File: src/rtl/conv_window_ctrl_pkg.sv
// Shared definitions for the convolution window sequencer and the line-buffer chain.
package cnn_pkg;

   typedef enum logic [1:0] {
      ST_IDLE = 2'd0,
      ST_FILL = 2'd1,
      ST_RUN  = 2'd2,
      ST_DONE = 2'd3
   } state_t;

   localparam int IMG_WIDTH_DEF  = 482;
   localparam int IMG_HEIGHT_DEF = 482;
   localparam int KSIZE_DEF      = 3;
   localparam int STRIDE_DEF     = 1;
   localparam int CNT_W_DEF      = 9;

endpackage

File: src/rtl/conv_window_ctrl_if.sv
// Pixel handshake, line-buffer control and status bundle between the scheduler and the sequencer.
interface conv_window_ctrl_if
   import cnn_pkg::*;
   #(parameter int CNT_W = CNT_W_DEF);

   logic             start;
   logic             abort;
   logic             pix_valid;
   logic             pix_ready;
   logic             lb_wr_en;
   logic             win_valid;
   logic [CNT_W-1:0] row_idx;
   logic [CNT_W-1:0] col_idx;
   logic             busy;
   logic             frame_done;

   modport master (
      output start, abort, pix_valid,
      input  pix_ready, lb_wr_en, win_valid, row_idx, col_idx, busy, frame_done
   );

   modport slave (
      input  start, abort, pix_valid,
      output pix_ready, lb_wr_en, win_valid, row_idx, col_idx, busy, frame_done
   );

endinterface

File: src/rtl/conv_window_ctrl_raster_counter.sv
// Raster position tracker: column/row counters with wrap, end-of-row/frame flags and
// stride phase counters that restart at the first position able to complete a window.
module raster_counter
   import cnn_pkg::*;
   #(
      parameter int IMG_WIDTH  = IMG_WIDTH_DEF,
      parameter int IMG_HEIGHT = IMG_HEIGHT_DEF,
      parameter int KSIZE      = KSIZE_DEF,
      parameter int STRIDE     = STRIDE_DEF,
      parameter int CNT_W      = CNT_W_DEF
   )
   (
      input  logic             clk,
      input  logic             rst_n,
      input  logic             clr,
      input  logic             adv,
      output logic [CNT_W-1:0] col,
      output logic [CNT_W-1:0] row,
      output logic [CNT_W-1:0] col_phase,
      output logic [CNT_W-1:0] row_phase,
      output logic             end_of_row,
      output logic             end_of_frame
   );

   localparam logic [CNT_W-1:0] ONE         = CNT_W'(1);
   localparam logic [CNT_W-1:0] LAST_COL    = CNT_W'(IMG_WIDTH - 1);
   localparam logic [CNT_W-1:0] LAST_ROW    = CNT_W'(IMG_HEIGHT - 1);
   localparam logic [CNT_W-1:0] PHASE_START = CNT_W'(KSIZE - 1);
   localparam logic [CNT_W-1:0] PHASE_LAST  = CNT_W'(STRIDE - 1);

   logic [CNT_W-1:0] col_nxt;
   logic [CNT_W-1:0] row_nxt;
   logic [CNT_W-1:0] col_phase_nxt;
   logic [CNT_W-1:0] row_phase_nxt;

   assign end_of_row   = (col == LAST_COL);
   assign end_of_frame = end_of_row && (row == LAST_ROW);

   // Next position and phases; phases count modulo STRIDE by compare-and-clear, no divider.
   always_comb begin
      col_nxt       = end_of_row ? '0 : col + ONE;
      row_nxt       = row;
      col_phase_nxt = '0;
      row_phase_nxt = row_phase;
      if (end_of_row) begin
         row_nxt = end_of_frame ? '0 : row + ONE;
      end
      if (col_nxt != PHASE_START && col_phase != PHASE_LAST) begin
         col_phase_nxt = col_phase + ONE;
      end
      if (end_of_row) begin
         if (row_nxt == PHASE_START || row_phase == PHASE_LAST) begin
            row_phase_nxt = '0;
         end else begin
            row_phase_nxt = row_phase + ONE;
         end
      end
   end

   // Position registers advance once per accepted pixel; clr restarts the raster.
   always_ff @(posedge clk or negedge rst_n) begin
      if (!rst_n) begin
         col       <= '0;
         row       <= '0;
         col_phase <= '0;
         row_phase <= '0;
      end else if (clr) begin
         col       <= '0;
         row       <= '0;
         col_phase <= '0;
         row_phase <= '0;
      end else if (adv) begin
         col       <= col_nxt;
         row       <= row_nxt;
         col_phase <= col_phase_nxt;
         row_phase <= row_phase_nxt;
      end
   end

endmodule

File: src/rtl/conv_window_ctrl.sv
// Line-buffer chain sequencer: gates pixel writes, tracks raster position and flags
// shifts that complete a full (unpadded) window at the configured stride.
module conv_window_ctrl
   import cnn_pkg::*;
   #(
      parameter int IMG_WIDTH  = IMG_WIDTH_DEF,
      parameter int IMG_HEIGHT = IMG_HEIGHT_DEF,
      parameter int KSIZE      = KSIZE_DEF,
      parameter int STRIDE     = STRIDE_DEF,
      parameter int CNT_W      = CNT_W_DEF
   )
   (
      input logic               clk,
      input logic               rst_n,
      conv_window_ctrl_if.slave bus
   );

   localparam logic [CNT_W-1:0] WIN_FIRST = CNT_W'(KSIZE - 1);
   localparam logic [CNT_W-1:0] FILL_ROW  = CNT_W'(KSIZE - 2);

   state_t           state_q;
   state_t           state_d;
   logic             ready;
   logic             accept;
   logic             qualify;
   logic [CNT_W-1:0] col;
   logic [CNT_W-1:0] row;
   logic [CNT_W-1:0] col_phase;
   logic [CNT_W-1:0] row_phase;
   logic             end_of_row;
   logic             end_of_frame;

   raster_counter #(
      .IMG_WIDTH  (IMG_WIDTH),
      .IMG_HEIGHT (IMG_HEIGHT),
      .KSIZE      (KSIZE),
      .STRIDE     (STRIDE),
      .CNT_W      (CNT_W)
   ) u_raster (
      .clk          (clk),
      .rst_n        (rst_n),
      .clr          (bus.abort),
      .adv          (accept),
      .col          (col),
      .row          (row),
      .col_phase    (col_phase),
      .row_phase    (row_phase),
      .end_of_row   (end_of_row),
      .end_of_frame (end_of_frame)
   );

   // Handshake: abort beats a pixel in the same cycle so a cancelled pixel never reaches the chain.
   assign ready          = (state_q == ST_FILL) || (state_q == ST_RUN);
   assign accept         = bus.pix_valid && ready && !bus.abort;
   assign bus.pix_ready  = ready;
   assign bus.lb_wr_en   = accept;
   assign bus.busy       = (state_q != ST_IDLE);
   assign bus.frame_done = (state_q == ST_DONE);
   assign qualify        = (row >= WIN_FIRST) && (col >= WIN_FIRST) &&
                           (col_phase == '0) && (row_phase == '0);

   // State register.
   always_ff @(posedge clk or negedge rst_n) begin
      if (!rst_n) begin
         state_q <= ST_IDLE;
      end else begin
         state_q <= state_d;
      end
   end

   // Next-state logic: FILL primes KSIZE-1 rows, RUN produces windows, DONE is a single-cycle tail.
   always_comb begin
      state_d = state_q;
      unique case (state_q)
         ST_IDLE: if (bus.start && !bus.abort) state_d = ST_FILL;
         ST_FILL: begin
            if (bus.abort)                                      state_d = ST_IDLE;
            else if (accept && end_of_row && row == FILL_ROW)   state_d = ST_RUN;
         end
         ST_RUN: begin
            if (bus.abort)                   state_d = ST_IDLE;
            else if (accept && end_of_frame) state_d = ST_DONE;
         end
         ST_DONE: state_d = ST_IDLE;
         default: state_d = ST_IDLE;
      endcase
   end

   // Position and window flag are registered so they line up with the window register shift.
   always_ff @(posedge clk or negedge rst_n) begin
      if (!rst_n) begin
         bus.win_valid <= 1'b0;
         bus.row_idx   <= '0;
         bus.col_idx   <= '0;
      end else if (bus.abort) begin
         bus.win_valid <= 1'b0;
         bus.row_idx   <= '0;
         bus.col_idx   <= '0;
      end else begin
         bus.win_valid <= accept && qualify;
         if (accept) begin
            bus.row_idx <= row;
            bus.col_idx <= col;
         end
      end
   end

endmodule

File: src/flat_wrapper.sv
// flat-port wrapper written by rule: the top's interface ports become plain ports
module conv_window_ctrl_flat import cnn_pkg::*;
#(
      parameter int IMG_WIDTH  = IMG_WIDTH_DEF,
      parameter int IMG_HEIGHT = IMG_HEIGHT_DEF,
      parameter int KSIZE      = KSIZE_DEF,
      parameter int STRIDE     = STRIDE_DEF,
      parameter int CNT_W      = CNT_W_DEF
   )
  (clk, rst_n, bus_start, bus_abort, bus_pix_valid, bus_pix_ready, bus_lb_wr_en, bus_win_valid, bus_row_idx, bus_col_idx, bus_busy, bus_frame_done);
  conv_window_ctrl_if #(.CNT_W(CNT_W)) bus_i ();
  input logic clk;
  input logic rst_n;
  input wire logic [$bits(bus_i.start)-1:0] bus_start;
  input wire logic [$bits(bus_i.abort)-1:0] bus_abort;
  input wire logic [$bits(bus_i.pix_valid)-1:0] bus_pix_valid;
  output wire logic [$bits(bus_i.pix_ready)-1:0] bus_pix_ready;
  output wire logic [$bits(bus_i.lb_wr_en)-1:0] bus_lb_wr_en;
  output wire logic [$bits(bus_i.win_valid)-1:0] bus_win_valid;
  output wire logic [$bits(bus_i.row_idx)-1:0] bus_row_idx;
  output wire logic [$bits(bus_i.col_idx)-1:0] bus_col_idx;
  output wire logic [$bits(bus_i.busy)-1:0] bus_busy;
  output wire logic [$bits(bus_i.frame_done)-1:0] bus_frame_done;
  assign bus_i.start = bus_start;
  assign bus_i.abort = bus_abort;
  assign bus_i.pix_valid = bus_pix_valid;
  assign bus_pix_ready = bus_i.pix_ready;
  assign bus_lb_wr_en = bus_i.lb_wr_en;
  assign bus_win_valid = bus_i.win_valid;
  assign bus_row_idx = bus_i.row_idx;
  assign bus_col_idx = bus_i.col_idx;
  assign bus_busy = bus_i.busy;
  assign bus_frame_done = bus_i.frame_done;
  conv_window_ctrl #(.IMG_WIDTH(IMG_WIDTH), .IMG_HEIGHT(IMG_HEIGHT), .KSIZE(KSIZE), .STRIDE(STRIDE), .CNT_W(CNT_W)) u_core (.clk(clk), .rst_n(rst_n), .bus(bus_i));
endmodule
File: config.mk
export PLATFORM = sky130hd
export DESIGN_NAME = conv_window_ctrl_flat
export DESIGN_NICKNAME = d
export VERILOG_FILES = /design/src/rtl/conv_window_ctrl_pkg.sv /design/src/rtl/conv_window_ctrl_if.sv /design/src/rtl/conv_window_ctrl_raster_counter.sv /design/src/rtl/conv_window_ctrl.sv /design/src/flat_wrapper.sv
export SDC_FILE = /design/constraint.sdc
export NUM_CORES = 1
export LEC_CHECK = 0
export ABC_AREA = 0
export BUFFER_PORTS_ARGS = -buffer_cell sky130_fd_sc_hd__buf_2
export CAP_MARGIN = 20
export CELL_PAD_IN_SITES_DETAIL_PLACEMENT = 0
export CELL_PAD_IN_SITES_GLOBAL_PLACEMENT = 1
export CORE_MARGIN = 1
export CORE_UTILIZATION = 49
export DETAILED_ROUTE_END_ITERATION = 16
export GPL_TIMING_DRIVEN = 0
export HOLD_SLACK_MARGIN = 0.15
export PLACE_DENSITY = 0.91
export SKIP_LAST_GASP = 1
export SLEW_MARGIN = 20
export SYNTH_ARGS = -nofsm -noshare
export SYNTH_HDL_FRONTEND = slang
export SYNTH_HIERARCHICAL = 1
export SYNTH_SLANG_ARGS = --single-unit
export TNS_END_PERCENT = 10
File: constraint.sdc
create_clock -name clk -period 4.1 [get_ports clk]
set_input_delay 0.205 -clock clk [delete_from_list [all_inputs] [get_ports clk]]
set_output_delay 0.205 -clock clk [all_outputs]
set_load 0.05 [all_outputs]
==> results.cfg, run 1 <==
[synth]
synthFlopType = dfrtp_1
synth_edf_count = 0
synth_top_family_by_area = simple AND/OR/NAND/NOR gates
yosys.area_share.xor_xnor_pct = 2.01
synth_area_leaders = dfrtp_1, nand2_1, a21oi_1, ha_1, nor2_1
synth_nets = 418
ys_warn_count = 6
synth.area.mux_share_pct = 1.18
avgSynthCellArea_um2 = 8.72
synthMostInstantiatedCell = nand2_1
synth_top_area_share_pct = 40.9
yosys-top-cells-count = nand2_1, dfrtp_1, a21oi_1
async_reset_ff_share_pct = 100
ys_ff_latch = 57
seq_area_frac_synth_pct = 40.9
synth-simple-area-share_pct = 27.1
postSynthCellCount = 400
syn_area_um2 = 3490
synth-compound-area-share_pct = 18.8
synth.distinct_cells = 62
synth.largest_area_cell = dfrtp_1
synth_fa_ha_area_share_pct = 4.66

[routing]
drcViolationCount = 0
dr.pass1.iters = 5
vias_per_cell = 5.79
detail-route-antenna-nets = 0
drt_iter0_markers = 225
num_vias = 3120
wl_per_cell_um = 15.1
wirelength_mm = 8.15

[cts]
cts_inserted_buffers = 9
cts_sinks = 57
clockBufferDepth = 2
cts_tree = built
cts_root_buf = clkbuf_8
cts.clk_slew.worst_paths_ns = 0.06
cts_setup_buffers = 0
h-tree-depth = 3
worstSkewPairLatency_ns = 0.34

[critical_path]
path_cells = inv_1, ha_1, nand2_2, clkbuf_1, nor2_1, inv_1, a211oi_1, o41ai_2, a41oi_2, or2b_1, a31oi_1
worst_path_max_delay_cell = dfrtp_1
crit_type = flip-flop to flip-flop
arrival_ns = 3.21
critical_path_cell_count = 11
cpMostUsedCell = inv_1
slowest_delay_ns = 0.38
crit_family = compound AO/OA/AOI/OAI gates
start_kind = flip-flop
crit_required_ns = 4.35
rrSetupSlack_ns = 1.14
path_max_fanout = 10
end_kind = flip-flop
crit_buf_inv = 3
ff2ff_path_depth = 11

[placement]
gp_congestion = 0.844
port_buffers = 27
place_area_um2 = 3750
place_ws_ns = 1.16
dpl.hpwl_mm = 5.74

[cells_and_area]
syn2layout_area_growth_pct = 13.3
utilization_pct = 57.9
fill_cells = 647
drive_gt1_share_pct = 15.1
fin_area_um2 = 3950
nets = 457
diodes = 0
seqCellArea_um2 = 1430
multiInputGateArea_um2 = 1880

[sta]
rsz0062_at_grt = no
finalCritPeriodShare_pct = 72.1
slew_headroom_pct = 51.3
holdWs_ns = 0.287
max_freq_mhz = 338
hold_viol = 0
skew_ns = 0.00732
fin_crit_ns = 2.96
worst_slack_ns = 1.14
worst_pin_slew_ns = 0.730
setup_tns_ns = 0
slew_viol_final = 0
setup_violations = 0

[run]
maxCapViolCount = 0

[global_routing]
grt_pass1_wl_mm = 13.8
grt_pass1_vias = 2883
grt_use_total_pct = 23.7
overflow = 0
antenna_found_initial = 0
grt_max_degree = 58

[min_path]
hp-class = input pin to flip-flop
whs_path_depth = 5

[floorplanning]
die-area_um2 = 7460
die_w_um = 86.4
core_um2 = 6830
start_util_pct = 51.1
dieHeight_um = 86.4
io_pins = 28
row_count = 30

[power]
peakVddDrop_mv = 0.149
p_per_area_nw_per_um2 = 367
cellLeakagePower_nw = 1.73

[status]
status = completed
==> cell type report <==
| type | count | share of cell area (%) |
|---|---|---|
| multi-input cells | 302 | 47.5 |
| plain buffers | 24 | 3.07 |
| inverters | 17 | 1.61 |
| well taps | 96 | 3.04 |
| flip-flops and latches | 57 | 36.1 |
| repair buffers | 28 | 3.74 |
| clock inverters | 3 | 1.01 |
| clock buffers | 12 | 3.93 |
==> kinds of logic (layout without fill, tap and decap cells) <==
logic type	after synthesis	in the layout
DFF	57	57
buffers and inverters	41	84
muxes	4	4
adders and majority gates	13	13
AOI/OAI and AO/OA	99	99
xor gates and xnor gates	8	8
and+or+nand+nor	178	178
==> through the flow <==
| stage | cells | power [mW] |
|---|---|---|
| 2_1_floorplan | 400 | 0.852 |
| 3_3_place_gp | 523 | 0.927 |
| 3_5_place_dp | 523 | 0.934 |
| 4_1_cts | 539 | 1.47 |
| 5_1_grt | 539 | 1.52 |
| 6_report | 539 | 1.45 |
==> registers in the layout, indices dropped and copies added, names as in the netlist <==
name / flops
u_core/u_raster/row: 9
u_core/bus.col_idx: 9
u_core/bus.row_idx: 9
u_core/u_raster/col_phase: 9
u_core/bus.win_valid: 1
u_core/u_raster/row_phase: 9
u_core/state_q: 2
u_core/u_raster/col: 9
==> timing repair <==
action                    CTS  global route
gates resized for setup     0             0
hold buffers                1             0
hold endpoints to repair   57             0
==> placed cells by master (no fill, tap or decap), types with 7 or more instances in the layout <==
| master | netlist | final |
|---|---|---|
| a21oi_1 | 45 | 45 |
| a31oi_1 | 7 | 7 |
| and3_1 | 8 | 8 |
| buf_2 | 4 | 30 |
| clkbuf_1 | 14 | 15 |
| clkbuf_8 | 0 | 11 |
| dfrtp_1 | 57 | 57 |
| ha_1 | 13 | 13 |
| inv_1 | 16 | 16 |
| nand2_1 | 63 | 63 |
| nand3_1 | 11 | 11 |
| nand4_1 | 8 | 8 |
| nor2_1 | 29 | 29 |
| nor3_1 | 8 | 8 |
| nor4_1 | 10 | 10 |
| o21ai_0 | 12 | 12 |
==> power by group <==
| part | total [mW] | leakage [nW] | switching (mW) | internal [mW] |
|---|---|---|---|---|
| combinational | 0.332 | 0.833 | 0.249 | 0.0836 |
| clock | 0.528 | 0.102 | 0.219 | 0.308 |
| sequential | 0.592 | 0.794 | 0.0161 | 0.576 |
==> path summary, 6_finish.rpt <==
| kind | start | end |
|---|---|---|
| setup / recovery | u_core/state_q[1] | u_core/u_raster/col_phase[4] |
| hold / removal | bus_start | u_core/state_q[0] |
| setup reg to reg | u_core/state_q[1] | u_core/u_raster/col_phase[4] |
| hold reg to reg | u_core/bus.row_idx[7] | u_core/bus.row_idx[7] |
| max in group asynchronous | rst_n | u_core/u_raster/row[6] |
| min in group asynchronous | rst_n | u_core/u_raster/col_phase[1] |
==> layer usage <==
metal	GRT usage (%)	vias to the layer above	wire length, um
met2	38.1	82	3810
met1	32.2	1502	3860
met3	3.14	10	354
li1	-	1526	-
met5	0	-	0
met4	10.0	0	129
==> worst min-delay path, delay by kind of cell <==
family                 cells  cell delay, ns
AO/OA/AOI/OAI              2            0.14
multiplexers               1            0.07
buffers and inverters      1            0.09
AND/OR/NAND/NOR            1            0.06
(Power assumes the default switching activity.)
==> run 2: changes to the inputs <==
--- a/config.mk
+++ b/config.mk
@@ -11,11 +11,11 @@
 export CELL_PAD_IN_SITES_DETAIL_PLACEMENT = 0
 export CELL_PAD_IN_SITES_GLOBAL_PLACEMENT = 1
 export CORE_MARGIN = 1
-export CORE_UTILIZATION = 49
+export CORE_UTILIZATION = 46
 export DETAILED_ROUTE_END_ITERATION = 16
 export GPL_TIMING_DRIVEN = 0
 export HOLD_SLACK_MARGIN = 0.15
-export PLACE_DENSITY = 0.91
+export PLACE_DENSITY = 0.87
 export SKIP_LAST_GASP = 1
 export SLEW_MARGIN = 20
 export SYNTH_ARGS = -nofsm -noshare
==> constraint.sdc (replaced) <==
create_clock -name clk -period 2.9 [get_ports clk]
set_input_delay 0.145 -clock clk [delete_from_list [all_inputs] [get_ports clk]]
set_output_delay 0.145 -clock clk [all_outputs]
set_load 0.05 [all_outputs]
==> run 2 against run 1 <==
Net effect: worst setup slack worse by 0.98 ns; largest cell class unchanged; clock-buffer cell count up 1; global-route usage down 0.88 points; critical path type unchanged; register-to-register slack worse by 0.98 ns; sequential cell count unchanged; critical path depth down 1; sequential power up 42%; clock skew down 0.0011 ns.
==> results.cfg, run 2 (same netlist as run 1, synthesis figures left out) <==
[global_routing]
gr-max-usage-layer = met2
use_met2_pct = 36.8
antenna_found_initial = 0
use_met1_pct = 30.0
grtUsageMet3_pct = 3.69
grt_pass1_vias = 2935
grt_max_degree = 58
grt_use_total_pct = 22.8
overflow = 0
grt_pass1_wl_mm = 13.8

[sta]
worst_pin_slew_ns = 0.727
finalCritPeriodShare_pct = 94.5
hold_viol = 0
rsz0062_at_grt = no
max_freq_mhz = 365
fin_crit_ns = 2.74
slew_headroom_pct = 51.6
setup_tns_ns = 0
slew_viol_final = 0
skew_ns = 0.00624
setup_violations = 0

[power]
peakVddDrop_mv = 0.369
p_per_area_nw_per_um2 = 528
cellLeakagePower_nw = 1.74

[routing]
drt_iter0_markers = 221
wl_per_cell_um = 15.3
wirelength_mm = 8.27
dr.pass1.iters = 4
drcViolationCount = 0
num_vias = 3115
vias_per_cell = 5.75
detail-route-antenna-nets = 0

[min_path]
hp-class = input pin to flip-flop

[placement]
gp_congestion = 0.880
place_area_um2 = 3760
port_buffers = 27
dpl.hpwl_mm = 5.78

[cts]
worstSkewPairLatency_ns = 0.34
cts_sinks = 57
h-tree-depth = 3
cts_tree = built
clockBufferDepth = 2
cts_root_buf = clkbuf_8
cts.clk_slew.worst_paths_ns = 0.06
cts_inserted_buffers = 9

[critical_path]
worst_path_max_delay_cell = dfrtp_1
end_kind = flip-flop
crit_buf_inv = 3
slowest_delay_ns = 0.41
arrival_ns = 2.96
path_cells = clkbuf_1, inv_1, ha_1, nor4b_4, and3_1, buf_4, o211ai_1, a211o_1, or2_1, a32o_1
crit_family = simple AND/OR/NAND/NOR gates
path_max_fanout = 8
crit_type = flip-flop to flip-flop
crit_required_ns = 3.12
start_kind = flip-flop

[cells_and_area]
diodes = 0
nets = 457
syn2layout_area_growth_pct = 14.3
final_common_cell = nand2_1
drive_gt1_share_pct = 16.0
fin_area_um2 = 3990
layout_common_cells = nand2_1, dfrtp_1, a21oi_1, buf_2, nor2_1
fill_cells = 727

[floorplanning]
row_count = 31
start_util_pct = 47.9
die-area_um2 = 7940
dieHeight_um = 89.1
core_um2 = 7290
die_w_um = 89.1
io_pins = 28

[run]
maxCapViolCount = 0

[status]
status = completed
[run 2: changes by cell type in the layout (fill, tap and decap cells not counted)]
cell / previous run / this run
ha_2: 0 / 1
ha_1: 13 / 12
clkinv_2: 2 / 1
buf_4: 4 / 5
nor2_1: 29 / 28
nor2_4: 0 / 1
clkbuf_1: 15 / 13
clkbuf_8: 11 / 13
[run 2: metrics by stage]
stage	std cells	setup WS [ns]	hold slack [ns]	utilization [%]	power, mW
after floorplan	400	0.0697	-0.151	-	1.22
after global placement	526	0.160	0.496	51.5	1.32
after detailed placement	526	0.131	0.260	51.6	1.33
after CTS	542	0.114	0.206	54.7	2.13
after global routing	542	0.00229	0.225	54.7	2.22
final	542	0.161	0.221	54.7	2.10
[run 2: timing repair]
action / 4_1_cts / 5_1_grt
gates resized for setup: 0 / 0
hold endpoints to repair: 57 / 0
hold buffers: 1 / 0
endpoints found under the setup margin: 0 / 10
buffers inserted: 0 / 1
[run 2: power by group]
part,switching (mW),internal (mW)
logic,0.356,0.121
registers,0.0240,0.815
clock network,0.305,0.484
total,0.685,1.42
[run 2: final timing paths]
check / startpoint / endpoint / slack, ns / depth (start not counted)
max: u_core/u_raster/row[1] / u_core/u_raster/row_phase[1] / 0.16 / 10
min: bus_start / u_core/state_q[0] / 0.22 / 5
max reg2reg: u_core/u_raster/row[1] / u_core/u_raster/row_phase[1] / 0.16 / 10
min reg2reg: u_core/bus.row_idx[0] / u_core/bus.row_idx[0] / 0.52 / 2
max in group asynchronous: rst_n / u_core/u_raster/row_phase[7] / 2.01 / 2
min in group asynchronous: rst_n / u_core/bus.col_idx[4] / 0.40 / 2
[run 2: worst register-to-register path: cells and delay by family, from the launching register on]
| kind | cells | cell delay [ns] |
|---|---|---|
| and+or+nand+nor | 3 | 0.81 |
| buffers and inverters | 3 | 0.47 |
| adders and majority gates | 1 | 0.18 |
| DFF | 1 | 0.41 |
| AOI/OAI and AO/OA | 3 | 0.76 |
[run 2: routing by layer]
metal	share of wire, %	vias up
met5	0	-
met1	48	1491
met4	1.5	0
li1	-	1525
met2	46	87
met3	4.2	12
[run 2: cell type report]
cell class	instances	area, um^2	share of cell area, %
clock inverters	2	35.0	0.878
well taps	99	124	3.11
inverters	17	63.8	1.60
flip-flops and latches	57	1430	35.8
plain buffers	23	118	2.95
multi-input cells	302	1890	47.3
repair buffers	29	155	3.89
clock buffers	13	179	4.49
==> run 3: changes to the inputs <==
--- a/config.mk
+++ b/config.mk
@@ -11,11 +11,12 @@
 export CELL_PAD_IN_SITES_DETAIL_PLACEMENT = 0
 export CELL_PAD_IN_SITES_GLOBAL_PLACEMENT = 1
 export CORE_MARGIN = 1
-export CORE_UTILIZATION = 46
+export CORE_UTILIZATION = 48
+export CTS_BUF_LIST = sky130_fd_sc_hd__clkbuf_8
 export DETAILED_ROUTE_END_ITERATION = 16
 export GPL_TIMING_DRIVEN = 0
-export HOLD_SLACK_MARGIN = 0.15
-export PLACE_DENSITY = 0.87
+export HOLD_SLACK_MARGIN = 0.02
+export PLACE_DENSITY_LB_ADDON = 0.2
 export SKIP_LAST_GASP = 1
 export SLEW_MARGIN = 20
 export SYNTH_ARGS = -nofsm -noshare
==> run 3 against run 2 <==
Net effect: die area decreased by 4.1%; global-route usage up 0.69 points; non-clock buffer count unchanged; register-to-register slack about the same; first-iteration DRC count down 14%; critical path type unchanged; largest cell class unchanged; highest routed layer unchanged.
==> results.cfg, run 3 (same netlist as run 1, synthesis figures left out) <==
[status]
status = completed

[floorplanning]
dieHeight_um = 87.3
die-area_um2 = 7620
die_w_um = 87.3
start_util_pct = 50.5
row_count = 30
io_pins = 28
core_um2 = 6910

[critical_path]
endpoint = u_core/u_raster/row_phase[1]
ff2ff_path_depth = 10
start_kind = flip-flop
end_kind = flip-flop
crit_required_ns = 3.12
crit_type = flip-flop to flip-flop
critPathLaunch = u_core/u_raster/row[1]
arrival_ns = 2.96
path_max_fanout = 8
r2r_end = u_core/u_raster/row_phase[1]
rrSetupSlack_ns = 0.15
reg2reg_from = u_core/u_raster/row[1]

[sta]
finalCritPeriodShare_pct = 94.7
holdWs_ns = 0.251
slew_headroom_pct = 51.7
slew_viol_final = 0
worst_pin_slew_ns = 0.725
setup_violations = 0
hold_viol = 0
rsz0062_at_grt = yes
worst_slack_ns = 0.155
skew_ns = 0.00790
fin_crit_ns = 2.75
max_freq_mhz = 364

[global_routing]
grt_pass1_vias = 2853
grt_pass1_wl_mm = 13.9
grt_use_total_pct = 23.5
overflow = 0
antenna_found_initial = 0
grt_max_degree = 58

[cells_and_area]
layout_common_cells = nand2_1, dfrtp_1, a21oi_1, buf_2, nor2_1
final_common_cell = nand2_1
drive_gt1_share_pct = 16.4
fin_area_um2 = 4000
syn2layout_area_growth_pct = 14.7
fill_cells = 669
seqCellArea_um2 = 1430
multiInputGateArea_um2 = 1890
nets = 457
diodes = 0

[cts]
cts.clk_slew.worst_paths_ns = 0.07
clockBufferDepth = 2
cts_tree = built
worstSkewPairLatency_ns = 0.33
cts_inserted_buffers = 9
cts_sinks = 57
h-tree-depth = 3
cts_root_buf = clkbuf_8

[run]
maxCapViolCount = 0

[routing]
wl_per_cell_um = 15.4
wirelength_mm = 8.31
drt_iter0_markers = 191
vias_per_cell = 5.73
drcViolationCount = 0
num_vias = 3096
detail-route-antenna-nets = 0
dr.pass1.iters = 4

[placement]
gp_congestion = 0.884
place_ws_ns = 0.139
place_area_um2 = 3760
port_buffers = 27
dpl.hpwl_mm = 5.80

[power]
peakVddDrop_mv = 0.305
cellLeakagePower_nw = 1.74
p_per_area_nw_per_um2 = 537

[min_path]
hp-class = input pin to flip-flop
[run 3: timing repair]
item | in CTS | in global routing
hold buffers | 1 | 0
hold endpoints to repair | 57 | 0
buffers inserted | 0 | 1
endpoints found under the setup margin | 0 | 15
resized for setup | 0 | 1
[run 3: worst min path at each step]
stage | start | depth (start not counted) | end | slack [ns]
floorplan | rst_n | 0 | u_core/bus.col_idx[0] | -0.15
CTS | bus_start | 5 | u_core/state_q[0] | 0.22
global placement | rst_n | 1 | u_core/bus.col_idx[3] | 0.49
detailed placement | rst_n | 1 | u_core/bus.col_idx[4] | 0.26
global route | bus_start | 5 | u_core/state_q[0] | 0.26
finish | bus_start | 5 | u_core/state_q[0] | 0.25
[run 3: through the flow]
stage	total power, mW	setup TNS [ns]	cells	util (%)
detailed placement	1.33	0	523	54.4
CTS	2.18	0	540	57.9
global route	2.26	-0.00945	540	58.0
floorplan	1.22	0	400	-
finish	2.15	0	540	58.0
global placement	1.32	0	523	54.4
[run 3: where the power goes]
group	switching [mW]	internal, mW
sequential	0.0216	0.814
clock	0.328	0.508
combinational	0.357	0.121
total	0.707	1.44
[run 3: routing by layer]
layer	wire, um	vias to the layer above	GRT usage, %
met5	0	-	0
met4	89	0	9.69
met3	260	10	3.03
met2	3860	65	36.7
met1	4100	1485	32.8
li1	-	1536	-
[run 3: worst max-delay path, cell delays in order, from the launching register on]
cell and delay [ns]:
dfrtp_1 0.41, clkbuf_1 0.21, inv_1 0.11, ha_1 0.19, nor4b_4 0.32, and3_1 0.20
buf_4 0.15, o211ai_1 0.09, a211o_1 0.40, or2_1 0.30, a32o_1 0.25
[run 3: final cells by class]
class                   count  share of cell area [%]
clock buffers              10                    3.44
repair buffers             29                    3.88
well taps                  96                    3.00
clock inverters             6                    2.28
flip-flops and latches     57                    35.6
inverters                  17                    1.59
plain buffers              23                    2.94
multi-input cells         302                    47.2
